===== src/rtl/mul_arbiter.sv =====
`default_nettype none
// +----------------------------------------------------------------------------+
// | Module      : mul_arbiter (with helper int_fp_mul)                           |
// | Description : Two-requester round-robin front end sharing one int8/fp16     |
// |               multiplier. Optional per-requester result counters are built  |
// |               when MUL_ARBITER_CNT_EN is defined.                           |
// | Revision    : 1.0 - initial release                                         |
// +----------------------------------------------------------------------------+

// Combinational multiplier. mode=0: signed a[7:0]*b[7:0] -> 16-bit product.
// mode=1: fp16 multiply, round-to-nearest-even, subnormals flushed to zero.
module int_fp_mul (
  input  logic        mode,
  input  logic [15:0] a,
  input  logic [15:0] b,
  output logic [15:0] c
);
  localparam logic [15:0] c_QNAN = 16'h7E00;

  logic [15:0]       w_int_prod;
  logic [21:0]       w_mant_prod;
  logic              w_sign;
  logic              w_a_nan, w_b_nan, w_a_inf, w_b_inf, w_a_zero, w_b_zero;
  logic signed [7:0] w_exp;
  logic [10:0]       w_mant;
  logic              w_guard, w_sticky;
  logic [11:0]       w_mant_rnd;
  logic [9:0]        w_frac;
  logic [15:0]       w_fp;

  assign w_int_prod  = {{8{a[7]}}, a[7:0]} * {{8{b[7]}}, b[7:0]};
  assign w_mant_prod = {11'b0, 1'b1, a[9:0]} * {11'b0, 1'b1, b[9:0]};
  assign w_sign      = a[15] ^ b[15];
  assign w_a_nan     = (a[14:10] == 5'h1F) && (a[9:0] != 10'd0);
  assign w_b_nan     = (b[14:10] == 5'h1F) && (b[9:0] != 10'd0);
  assign w_a_inf     = (a[14:10] == 5'h1F) && (a[9:0] == 10'd0);
  assign w_b_inf     = (b[14:10] == 5'h1F) && (b[9:0] == 10'd0);
  assign w_a_zero    = (a[14:10] == 5'h00);
  assign w_b_zero    = (b[14:10] == 5'h00);

  always_comb begin
    w_exp      = $signed({3'b000, a[14:10]}) + $signed({3'b000, b[14:10]}) - 8'sd15;
    w_mant     = w_mant_prod[20:10];
    w_guard    = w_mant_prod[9];
    w_sticky   = |w_mant_prod[8:0];
    if (w_mant_prod[21]) begin
      w_mant   = w_mant_prod[21:11];
      w_guard  = w_mant_prod[10];
      w_sticky = |w_mant_prod[9:0];
      w_exp    = w_exp + 8'sd1;
    end
    w_mant_rnd = {1'b0, w_mant} + {11'b0, (w_guard & (w_sticky | w_mant[0]))};
    w_frac     = w_mant_rnd[9:0];
    // Rounding carried out of the mantissa: value is exactly the next power of two.
    if (w_mant_rnd[11]) begin
      w_frac   = 10'd0;
      w_exp    = w_exp + 8'sd1;
    end

    if (w_a_nan || w_b_nan || (w_a_inf && w_b_zero) || (w_b_inf && w_a_zero))
      w_fp = c_QNAN;
    else if (w_a_inf || w_b_inf)
      w_fp = {w_sign, 5'h1F, 10'd0};
    else if (w_a_zero || w_b_zero)
      w_fp = {w_sign, 15'd0};
    else if (w_exp >= 8'sd31)
      w_fp = {w_sign, 5'h1F, 10'd0};
    else if (w_exp <= 8'sd0)
      w_fp = {w_sign, 15'd0};
    else
      w_fp = {w_sign, w_exp[4:0], w_frac};

    c = mode ? w_fp : w_int_prod;
  end
endmodule

module mul_arbiter (
  input  logic        clk,
  input  logic        rst,
  input  logic        req0_valid,
  output logic        req0_ready,
  input  logic        req0_mode,
  input  logic [15:0] req0_a,
  input  logic [15:0] req0_b,
  input  logic        req1_valid,
  output logic        req1_ready,
  input  logic        req1_mode,
  input  logic [15:0] req1_a,
  input  logic [15:0] req1_b,
  output logic        res_valid,
  input  logic        res_ready,
  output logic [15:0] res_data,
  output logic        res_id,
`ifdef MUL_ARBITER_CNT_EN
  output logic [15:0] cnt0,
  output logic [15:0] cnt1,
`endif
  output logic        busy
);
  typedef enum logic [1:0] {
    S_IDLE = 2'd0,
    S_EXEC = 2'd1,
    S_HOLD = 2'd2
  } state_t;

  state_t      r_state, w_state_nxt;
  logic        r_last_id;
  logic        r_op_mode;
  logic [15:0] r_op_a, r_op_b;
  logic        r_op_id;
  logic        r_res_valid;
  logic [15:0] r_res_data;
  logic        r_res_id;
  logic        w_any_valid;
  logic        w_grant_id;
  logic        w_accept;
  logic [15:0] w_mul_c;

  int_fp_mul u_mul (
    .mode (r_op_mode),
    .a    (r_op_a),
    .b    (r_op_b),
    .c    (w_mul_c)
  );

  assign w_any_valid = req0_valid | req1_valid;
  // On a tie the requester that did not win last time is served.
  assign w_grant_id  = (req0_valid && req1_valid) ? ~r_last_id : req1_valid;

  always_ff @(posedge clk) begin
    if (rst) r_state <= S_IDLE;
    else     r_state <= w_state_nxt;
  end

  always_comb begin
    w_state_nxt = r_state;
    w_accept    = 1'b0;
    case (r_state)
      S_IDLE: begin
        if (w_any_valid) begin
          w_accept    = 1'b1;
          w_state_nxt = S_EXEC;
        end
      end
      S_EXEC: w_state_nxt = S_HOLD;
      S_HOLD: begin
        if (res_ready) begin
          if (w_any_valid) begin
            w_accept    = 1'b1;
            w_state_nxt = S_EXEC;
          end else begin
            w_state_nxt = S_IDLE;
          end
        end
      end
      default: w_state_nxt = S_IDLE;
    endcase
    if (rst) w_accept = 1'b0;
  end

  assign req0_ready = w_accept & ~w_grant_id;
  assign req1_ready = w_accept &  w_grant_id;

  always_ff @(posedge clk) begin
    if (rst) begin
      r_last_id   <= 1'b1;
      r_op_mode   <= 1'b0;
      r_op_a      <= 16'd0;
      r_op_b      <= 16'd0;
      r_op_id     <= 1'b0;
      r_res_valid <= 1'b0;
      r_res_data  <= 16'd0;
      r_res_id    <= 1'b0;
    end else begin
      if (w_accept) begin
        r_op_mode <= w_grant_id ? req1_mode : req0_mode;
        r_op_a    <= w_grant_id ? req1_a    : req0_a;
        r_op_b    <= w_grant_id ? req1_b    : req0_b;
        r_op_id   <= w_grant_id;
        r_last_id <= w_grant_id;
      end
      if (r_state == S_EXEC) begin
        r_res_valid <= 1'b1;
        r_res_data  <= w_mul_c;
        r_res_id    <= r_op_id;
      end else if (r_state == S_HOLD && res_ready) begin
        r_res_valid <= 1'b0;
      end
    end
  end

  assign res_valid = r_res_valid;
  assign res_data  = r_res_data;
  assign res_id    = r_res_id;
  assign busy      = (r_state != S_IDLE);

`ifdef MUL_ARBITER_CNT_EN
  logic [15:0] r_cnt0, r_cnt1;

  always_ff @(posedge clk) begin
    if (rst) begin
      r_cnt0 <= 16'd0;
      r_cnt1 <= 16'd0;
    end else if (r_res_valid && res_ready) begin
      if (r_res_id) r_cnt1 <= r_cnt1 + 16'd1;
      else          r_cnt0 <= r_cnt0 + 16'd1;
    end
  end

  assign cnt0 = r_cnt0;
  assign cnt1 = r_cnt1;
`endif
endmodule

`default_nettype wire

===== config.mk =====
export PLATFORM = sky130hd
export DESIGN_NAME = mul_arbiter
export DESIGN_NICKNAME = d
export VERILOG_FILES = /design/src/rtl/mul_arbiter.sv
export SDC_FILE = /design/constraint.sdc
export NUM_CORES = 1
export LEC_CHECK = 0
export ABC_AREA = 1
export BUFFER_PORTS_ARGS = -buffer_cell sky130_fd_sc_hd__buf_2
export CORE_ASPECT_RATIO = 1.75
export CORE_MARGIN = 1.5
export CORE_UTILIZATION = 45
export CTS_CLUSTER_SIZE = 14
export DETAILED_ROUTE_END_ITERATION = 12
export GPL_TIMING_DRIVEN = 0
export PLACE_DENSITY = 0.7
export SLEW_MARGIN = 30
export SYNTH_ARGS = -nofsm -noshare
export SYNTH_HDL_FRONTEND = slang
export SYNTH_SLANG_ARGS = --single-unit

===== constraint.sdc =====
create_clock -name clk -period 8.2 [get_ports clk]
set_input_delay 0 -clock clk [delete_from_list [all_inputs] [get_ports clk]]
set_output_delay 0 -clock clk [all_outputs]
set_load 0.02 [all_outputs]

# After elaboration in Yosys (flattened, before gate mapping)

Index checks and enable logic that the tools add are counted.

Equal/unequal tests: 6
$add $sub $neg: 5
$lt $le $gt $ge: 2
Reductions and logical operators: 25
Bitwise operators: 8
Multipliers: 2
Multiplexer cells: 26

Operators with widths:

| cell                  | count |
|---|---|
| $mux W16              | 4 |
| $mux W15              | 4 |
| $mul A11 B11 Y22      | 1 |
| $logic_not A10 Y1     | 2 |
| $reduce_bool A10 Y1   | 2 |
| $add A8 B2 Y8 const B | 2 |
| $mul A8 B8 Y16        | 1 |
| $mux W8               | 2 |
| $add A11 B1 Y12       | 1 |
| $mux W11              | 1 |
| $eq A5 B5 Y1 const B  | 2 |
| $logic_not A5 Y1      | 2 |
| $mux W1               | 10 |
| $mux W10              | 1 |
| $reduce_or A10 Y1     | 1 |
| $reduce_or A9 Y1      | 1 |
| $ge A8 B6 Y1 const B  | 1 |
| $le A8 B1 Y1 const B  | 1 |
| $logic_and A1 B1 Y1   | 8 |
| $sub A8 B5 Y8 const B | 1 |
| $add A5 B5 Y6         | 1 |
| $pmux W2 S3           | 1 |
| $logic_or A1 B1 Y1    | 5 |
| $mux W2               | 2 |
| 11 further kinds      | 17 |

Bits in registers: 55

# Longest topological paths before layout

Gate-level depths: netlist of the first run.

Word-level depth: 14
Depth in mapped cells: 40

# Modules after synthesis

Synthesis of the first run repeated with hierarchy kept, for this count alone.

Cells, all modules: 1543
Area total of the unflattened synthesis: 10706.5 µm²

By module, submodules not included:

| module      | area each (µm²) | cells an instance | times used |
|---|---|---|---|
| int_fp_mul  | 8199.1          | 1178              | 1 |
| mul_arbiter | 2507.4          | 365               | 1 |

# Worst setup path before layout of the first run

Ideal clock, no wire load.

Kind: reg2reg
Start: reg r_op_b[7]
End: reg r_res_data[6], in the netlist res_data[6]
Cell stages (with the launch flop): 36
Library setup time: 0.117 ns
Arrival: 6.204 ns
Buffers on the path: 3
Setup slack: 1.879 ns
Path through: dfxtp_1 clkbuf_1 clkbuf_1 nand2_1 fa_1 inv_1 fa_1 fa_1 fa_1 inv_1 fa_1 inv_1 ha_1 nand2_2 nor2_1 nand3_1 nand3_2 nand2_4 nand2_4 nand2_2 nand2_4 buf_6 nand2_1 nand2_1 inv_1 ha_1 xor2_1 nand3_1 nand2_2 nand2_1 nor2_2 nand3_2 nand2_4 inv_4 a21oi_1 nor2_1

Cells in the longest elaborated chain, start to end: 14

RTL lines:

| what                                                         | RTL line | source |
|---|---|---|
| start: declaration                                           | 109      | `logic [15:0] r_op_a, r_op_b;` |
| start signal: assignment                                     | 178      | `r_op_b <= w_grant_id ? req1_b : req0_b;` |
| $mul A11 B11 Y22                                             | 32       | `assign w_mant_prod = {11'b0, 1'b1, a[9:0]} * {11'b0, 1'b1, b[9:0]};` |
| $reduce_or A10 Y1 / $reduce_or A9 Y1 (equally long branches) | 49, 45   |  |
| $mux W1                                                      | 46       | `if (w_mant_prod[21]) begin` |
| $or A1 B1 Y1                                                 | 52       | `w_mant_rnd = {1'b0, w_mant} + {11'b0, (w_guard & (w_sticky \| w_mant[0]))};` |
| $and A1 B1 Y1                                                | 52       |  |
| $add A11 B1 Y12                                              | 52       |  |
| $mux W8                                                      | 55       | `if (w_mant_rnd[11]) begin` |
| $le A8 B1 Y1                                                 | 68       | `else if (w_exp <= 8'sd0)` |
| $mux W15                                                     | 68       |  |
| $mux W15                                                     | 66       | `else if (w_exp >= 8'sd31)` |
| $mux W15                                                     | 64       | `else if (w_a_zero \|\| w_b_zero)` |
| $mux W15                                                     | 62       | `else if (w_a_inf \|\| w_b_inf)` |
| $mux W16 (*)                                                 | 60       | `if (w_a_nan \|\| w_b_nan \|\| (w_a_inf && w_b_zero) \|\| (w_b_inf && w_a_zero))` |
| $mux W16 (*)                                                 | 73       | `c = mode ? w_fp : w_int_prod;` |
| end signal: assignment                                       | 184      | `r_res_data <= w_mul_c;` |
| end: declaration                                             | 112      | `logic [15:0] r_res_data;` |

Every way passes the cells marked *; elsewhere a longest branch is shown, timed or not.
A chain may end at the register's enable or synchronous reset.

# Final worst setup path of the first run

Start: reg r_op_b[7]
End: reg r_res_data[8], in the netlist res_data[8]

Cells in the longest elaborated chain, start to end: 14

RTL lines:

| what                                                         | RTL line |
|---|---|
| $mul A11 B11 Y22                                             | 32 |
| $reduce_or A10 Y1 / $reduce_or A9 Y1 (equally long branches) | 49, 45 |
| $mux W1                                                      | 46 |
| $or A1 B1 Y1                                                 | 52 |
| $and A1 B1 Y1                                                | 52 |
| $add A11 B1 Y12                                              | 52 |
| $mux W8                                                      | 55 |
| $le A8 B1 Y1                                                 | 68 |
| $mux W15                                                     | 68 |
| $mux W15                                                     | 66 |
| $mux W15                                                     | 64 |
| $mux W15                                                     | 62 |
| $mux W16                                                     | 60 |
| $mux W16 (*)                                                 | 73 |

Marks and branches as above.

==> results of run 1 <==
[path summary, 6_finish.rpt]
kind,startpoint,end,slack [ns],cells after the start
worst max-delay path,r_op_b[7],res_data[8],0.76,36
worst min-delay path,rst,r_state[1],0.17,2
worst max register to register,r_op_b[7],res_data[8],0.76,36
worst min register to register,r_state[0],r_state[1],0.49,1
[area by class of cell]
| cell class | count | share of cell area, % |
|---|---|---|
| multi-input combinational | 1048 | 64.9 |
| sequential | 55 | 9.26 |
| inverter | 326 | 10.3 |
| timing repair buffer | 157 | 9.43 |
| clock buffer | 6 | 1.08 |
| clock inverter | 2 | 0.326 |
| tap | 296 | 3.11 |
| buffer | 42 | 1.55 |
[per-layer routing]
layer / vias to the layer above / part of all wire (%) / wire length, um / track usage [%]
met5: - / 0 / 0 / 0
met4: 0 / 7.8 / 2280 / 17.7
met3: 115 / 3.8 / 1120 / 2.24
met2: 338 / 53 / 15600 / 48.9
met1: 4610 / 35 / 10200 / 27.4
li1: 4792 / - / - / -
[synth_stat cells (2+ instances only)]
master,count
a211oi_1,2
a21oi_1,44
a21oi_2,5
a31oi_1,38
and2_1,2
buf_6,2
clkbuf_1,39
clkinv_1,3
dfxtp_1,55
fa_1,128
ha_1,93
inv_1,316
inv_2,6
nand2_1,448
nand2_2,16
nand2_4,12
nand3_1,52
nand3_2,9
nand3b_1,6
nand4_1,11
nor2_1,69
nor2_2,6
nor2_4,7
nor3_1,11
nor4_1,5
o21ai_0,35
o31ai_1,4
or2_2,4
xnor2_1,11
xor2_1,17
[critical path: cells and delay by family (launching register included)]
kind / cells / cell delay, ns
xor gates and xnor gates: 1 / 0.20
adders and majority gates: 7 / 3.26
AOI/OAI and AO/OA: 1 / 0.15
and+or+nand+nor: 17 / 1.89
buffers and inverters: 10 / 1.46
DFF: 1 / 0.38
[logic make-up after synthesis]
| kind of cell | Yosys count | share of synthesized area, % |
|---|---|---|
| and+or+nand+nor | 661 | 28.6 |
| xor gates and xnor gates | 30 | 2.71 |
| adders and majority gates | 221 | 36.4 |
| AOI/OAI and AO/OA | 136 | 7.70 |
| DFF | 55 | 10.8 |
| buffers and inverters | 368 | 13.8 |
[through the flow]
| step | utilization, % | hold WS (ns) | cell area, sq um | setup WS, ns |
|---|---|---|---|---|
| 3_3_place_gp | 49.7 | 0.250 | 11100 | 0.968 |
| 6_report | 53.4 | 0.173 | 11900 | 0.764 |
| 5_1_grt | 53.4 | 0.226 | 11900 | 0.278 |
| 4_1_cts | 53.4 | 0.161 | 11900 | 0.852 |
| 2_1_floorplan | - | 0.111 | 10200 | 1.88 |
| 3_5_place_dp | 49.7 | 0.257 | 11100 | 0.882 |
[state kept, by name (all words and copies together), names as in the netlist]
name and cells:
r_op_a 16, r_op_b 16, res_data 16, r_state 2, r_last_id 1, r_op_id 1, r_op_mode 1, res_id 1
res_valid 1
[power groups by stage]
stage	Combinational (mW)	Sequential, mW	Clock (mW)
after global routing	0.624	0.316	0.264
after global placement	0.512	0.319	0
after detailed placement	0.519	0.319	0
after floorplan	0.362	0.319	0
final	0.555	0.314	0.253
after CTS	0.550	0.313	0.254
[placed cells by master, fill, tap and decap left out, drive strengths merged, types with 2 or more instances in the layout]
| master | n |
|---|---|
| inv | 324 |
| nand2 | 476 |
| nor3 | 12 |
| a211oi | 2 |
| clkinv | 3 |
| a21oi | 49 |
| nor4 | 5 |
| o31ai | 4 |
| nor2 | 83 |
| a31oi | 38 |
| nand3 | 61 |
| nand3b | 7 |
| clkbuf | 45 |
| nand4 | 11 |
| xor2 | 18 |
| xnor2 | 12 |
| or2 | 4 |
| buf | 93 |
| and2 | 2 |
| o21ai | 36 |
| dfxtp | 55 |
| ha | 93 |
| o21bai | 2 |
| fa | 128 |
| dlygate4sd3 | 67 |
==> impl_metrics.ini, run 1 <==
[sta]
slew_headroom_pct = 48.4
hold_viol = 0
finClkSkew_ns = 0.0145
period_share_pct = 90.7
post-route-min-period_ns = 7.44
setup_violations = 0
worst_pin_slew_ns = 0.769
finalMaxSlewViolations = 0
setup-tns-final_ns = 0
fmax_ghz = 0.134
rsz0062_at_grt = no

[synth]
synthCells = 1471
synth.top_cells.by_area = fa_1, nand2_1, inv_1
synth.avg_cell_area_sq_um = 6.96
synth_seq_cells = 55
synth-edff-count = 0
ys.flop_type = dfxtp_1
syn_nets = 1763
yosys.cell_types.count = 45
netlist_area_sq_um = 10200
yosys_warnings = 0
yosysSeqAreaShare_pct = 10.8
async_flop_share_pct = 0
synth_top_cell_by_area = fa_1
synth_top_area_share_pct = 25.0

[placed_design]
placed_cells = 1857
gp_congestion = 0.909
io_buffers = 90
hpwl_um = 24300

[clock_network]
cts-buffers-inserted = 5
cts.clk_slew.worst_paths_ns = 0.08
htreeDepth = 2
tritoncts = built
clock_latency_ns = 0.31
cts_root_buf = clkbuf_16
cts_sinks = 55
cts_setup_buffers = 0
clock_path_buffers = 2
ctsResizeCount = 0
cts_hold_buf = 67

[die]
num_rows = 72
die_h_um = 202
fp.dieW_um = 117
die-area_sq_um = 23700
start_util_pct = 46.0
io_pins = 92
coreArea_sq_um = 22300

[final_layout]
nets = 1927
regArea_sq_um = 1100
multi_input_area_sq_um = 7720
syn_to_final_growth_pct = 16.2
num-fill-cells = 2175
drive_above_1_share_pct = 10.6
n_antenna_cell = 0
layout.cells.non_filler = 1932

[global_route]
grt_max_degree = 18
grt_overflow_total = 0
antenna_found_initial = 0
first_global_vias = 10118
grt_pass1_wl_um = 48100
grt_use_total_pct = 26.4

[setup_path]
crit_arrival_ns = 7.65
cp_slowest_cell = fa_1
worstPathMaxFanout = 10
cp_common_cell = nand2_1
max_stage_delay_ns = 0.57
cp.required_ns = 8.41
setup.worst_path.class = reg2reg
crit_path_end_kind = flip-flop
cp-start-kind = flip-flop

[power]
power_density_nw_per_um2 = 94.4
p_int_mw = 0.634
p_comb_share_pct = 49.4
p_sw_share_pct = 43.5
pwr-share-seq_pct = 28.0
switching_power_mw = 0.488
ir_drop_v = 0.000160
pwr-share-clk_pct = 22.6
p_leak_nw = 6.73
power_mw = 1.12

[run]
drv_cap = 0

[routing]
dr.pass1.iters = 7
drc = 0
drt_iter0_markers = 438
vias = 9855
wl_per_cell_um = 15.1
routed_wl_um = 29300
ant_nets = 0
vias_per_cell = 5.10

[hold_path]
hp-class = in2reg

[run_status]
outcome = finished, final reports clean
(Power assumes the default switching activity.)
==> run 2, diff against run 1 <==
--- a/config.mk
+++ b/config.mk
@@ -13,7 +13,7 @@
 export CTS_CLUSTER_SIZE = 14
 export DETAILED_ROUTE_END_ITERATION = 12
 export GPL_TIMING_DRIVEN = 0
-export PLACE_DENSITY = 0.7
+export PLACE_DENSITY_LB_ADDON = 0.15
 export SLEW_MARGIN = 30
 export SYNTH_ARGS = -nofsm -noshare
 export SYNTH_HDL_FRONTEND = slang
==> impl_metrics.ini, run 2 (synthesis gave the netlist of run 1 again) <==
[run_status]
outcome = finished, final reports clean

[sta]
finalMaxSlewViolations = 0
post-route-min-period_ns = 7.39
slew_headroom_pct = 49.8
worst_pin_slew_ns = 0.754
setup_violations = 0
fmax_ghz = 0.135
hold_viol = 0
period_share_pct = 90.1
rsz0062_at_grt = no
finClkSkew_ns = 0.00895
setup-tns-final_ns = 0

[setup_path]
worstRegToRegCells = 35
regToRegStartpoint = r_op_b[7]
cpLargestDelayFamily = adder cells
max_stage_delay_ns = 0.58
r2r_end = res_data[8]
cp_common_cell = fa_1
crit_arrival_ns = 7.58
cp.required_ns = 8.39
cp-start-kind = flip-flop
crit_start = r_op_b[7]
worstPathMaxFanout = 10
cp_slowest_cell = fa_1
r2r_slack_ns = 0.81
cp.depth = 35
crit_path_end_kind = flip-flop
crit_end = res_data[8]
crit_buf_inv = 8
setup.worst_path.class = reg2reg

[routing]
ant_nets = 0
routed_wl_um = 29900
wl_per_cell_um = 15.5
top_layer_used = met4
vias = 9713
vias_per_cell = 5.03
dr.pass1.iters = 5
wl_met1_um = 11100
wl_met2_um = 16400
drc = 0
drt_iter0_markers = 482
dr_wl_met3_um = 639

[power]
pwr-share-seq_pct = 29.0
p_comb_share_pct = 51.4
switching_power_mw = 0.477
pwr-share-clk_pct = 19.6
p_int_mw = 0.601
power_density_nw_per_um2 = 90.8
p_sw_share_pct = 44.3
power_mw = 1.08
p_leak_nw = 6.71
ir_drop_v = 0.000121

[die]
die_h_um = 202
die-area_sq_um = 23700
io_pins = 92
num_rows = 72
fp.dieW_um = 117
coreArea_sq_um = 22300
start_util_pct = 46.0

[clock_network]
cts.clk_slew.worst_paths_ns = 0.07
cts-buffers-inserted = 5
tritoncts = built
ctsResizeCount = 0
cts_root_buf = clkbuf_16
cts_hold_buf = 67
cts_sinks = 55
cts_setup_buffers = 0
htreeDepth = 2
clock_path_buffers = 2
clock_latency_ns = 0.30

[hold_path]
hp-class = in2reg
hp-start = rst
min_path_cells = 2

[run]
drv_cap = 0

[final_layout]
regArea_sq_um = 1100
drive_above_1_share_pct = 10.6
num-fill-cells = 2256
nets = 1927
syn_to_final_growth_pct = 16.0
final_common_cell = nand2_1
multi_input_area_sq_um = 7720
final_cell_mix = nand2_1, inv_1, fa_1

[global_route]
first_global_vias = 10353
grt_max_degree = 17
grt_use_total_pct = 27.1
antenna_found_initial = 1
grt_overflow_total = 0
grt_pass1_wl_um = 49700

[placed_design]
io_buffers = 90
hpwl_um = 25800
gp_congestion = 0.898
-- run 2: cell count changes in the layout (fill, tap and decap cells not counted), sizes merged --
| cell | before | now |
|---|---|---|
| diode | 0 | 1 |
| clkbuf | 45 | 44 |
| inv | 324 | 323 |
| bufinv | 1 | 0 |
| clkinv | 3 | 5 |
-- run 2: metrics by stage --
| step | hold WS, ns | setup slack, ns | cell area, sq um | std cells | util, % |
|---|---|---|---|---|---|
| 6_report | 0.238 | 0.813 | 11900 | 1932 | 53.3 |
| 4_1_cts | 0.255 | 0.801 | 11900 | 1931 | 53.3 |
| 3_5_place_dp | 0.225 | 0.834 | 11100 | 1857 | 49.7 |
| 2_1_floorplan | 0.111 | 1.88 | 10200 | 1471 | - |
| 5_1_grt | 0.308 | 0.305 | 11900 | 1932 | 53.3 |
| 3_3_place_gp | 0.229 | 0.838 | 11100 | 1857 | 49.7 |
-- run 2: worst min path at each step --
stage / to / slack [ns]
2_1_floorplan: res_valid / 0.11
3_3_place_gp: res_valid / 0.23
3_5_place_dp: res_valid / 0.23
4_1_cts: r_state[1] / 0.26
5_1_grt: r_state[1] / 0.31
6_report: r_state[1] / 0.24
-- run 2: cell type report --
| class | instances | area share (%) |
|---|---|---|
| clock buffer | 5 | 1.05 |
| timing repair buffer | 157 | 9.45 |
| clock inverter | 2 | 0.116 |
| buffer | 42 | 1.55 |
| inverter | 326 | 10.3 |
| sequential | 55 | 9.28 |
| multi-input combinational | 1048 | 65.1 |
| tap | 296 | 3.12 |
| antenna | 1 | 0.0211 |
-- run 2: per-layer routing --
layer / vias up / global-route usage, %
li1: 4807 / -
met1: 4626 / 28.4
met2: 194 / 52.3
met3: 86 / 1.88
met4: 0 / 14.2
met5: - / 0
-- run 2: power groups by stage --
stage | Clock [mW] | Sequential, mW | Combinational (mW)
2_1_floorplan | 0 | 0.319 | 0.362
3_3_place_gp | 0 | 0.318 | 0.520
3_5_place_dp | 0 | 0.318 | 0.523
4_1_cts | 0.214 | 0.312 | 0.555
5_1_grt | 0.223 | 0.315 | 0.624
6_report | 0.211 | 0.312 | 0.554
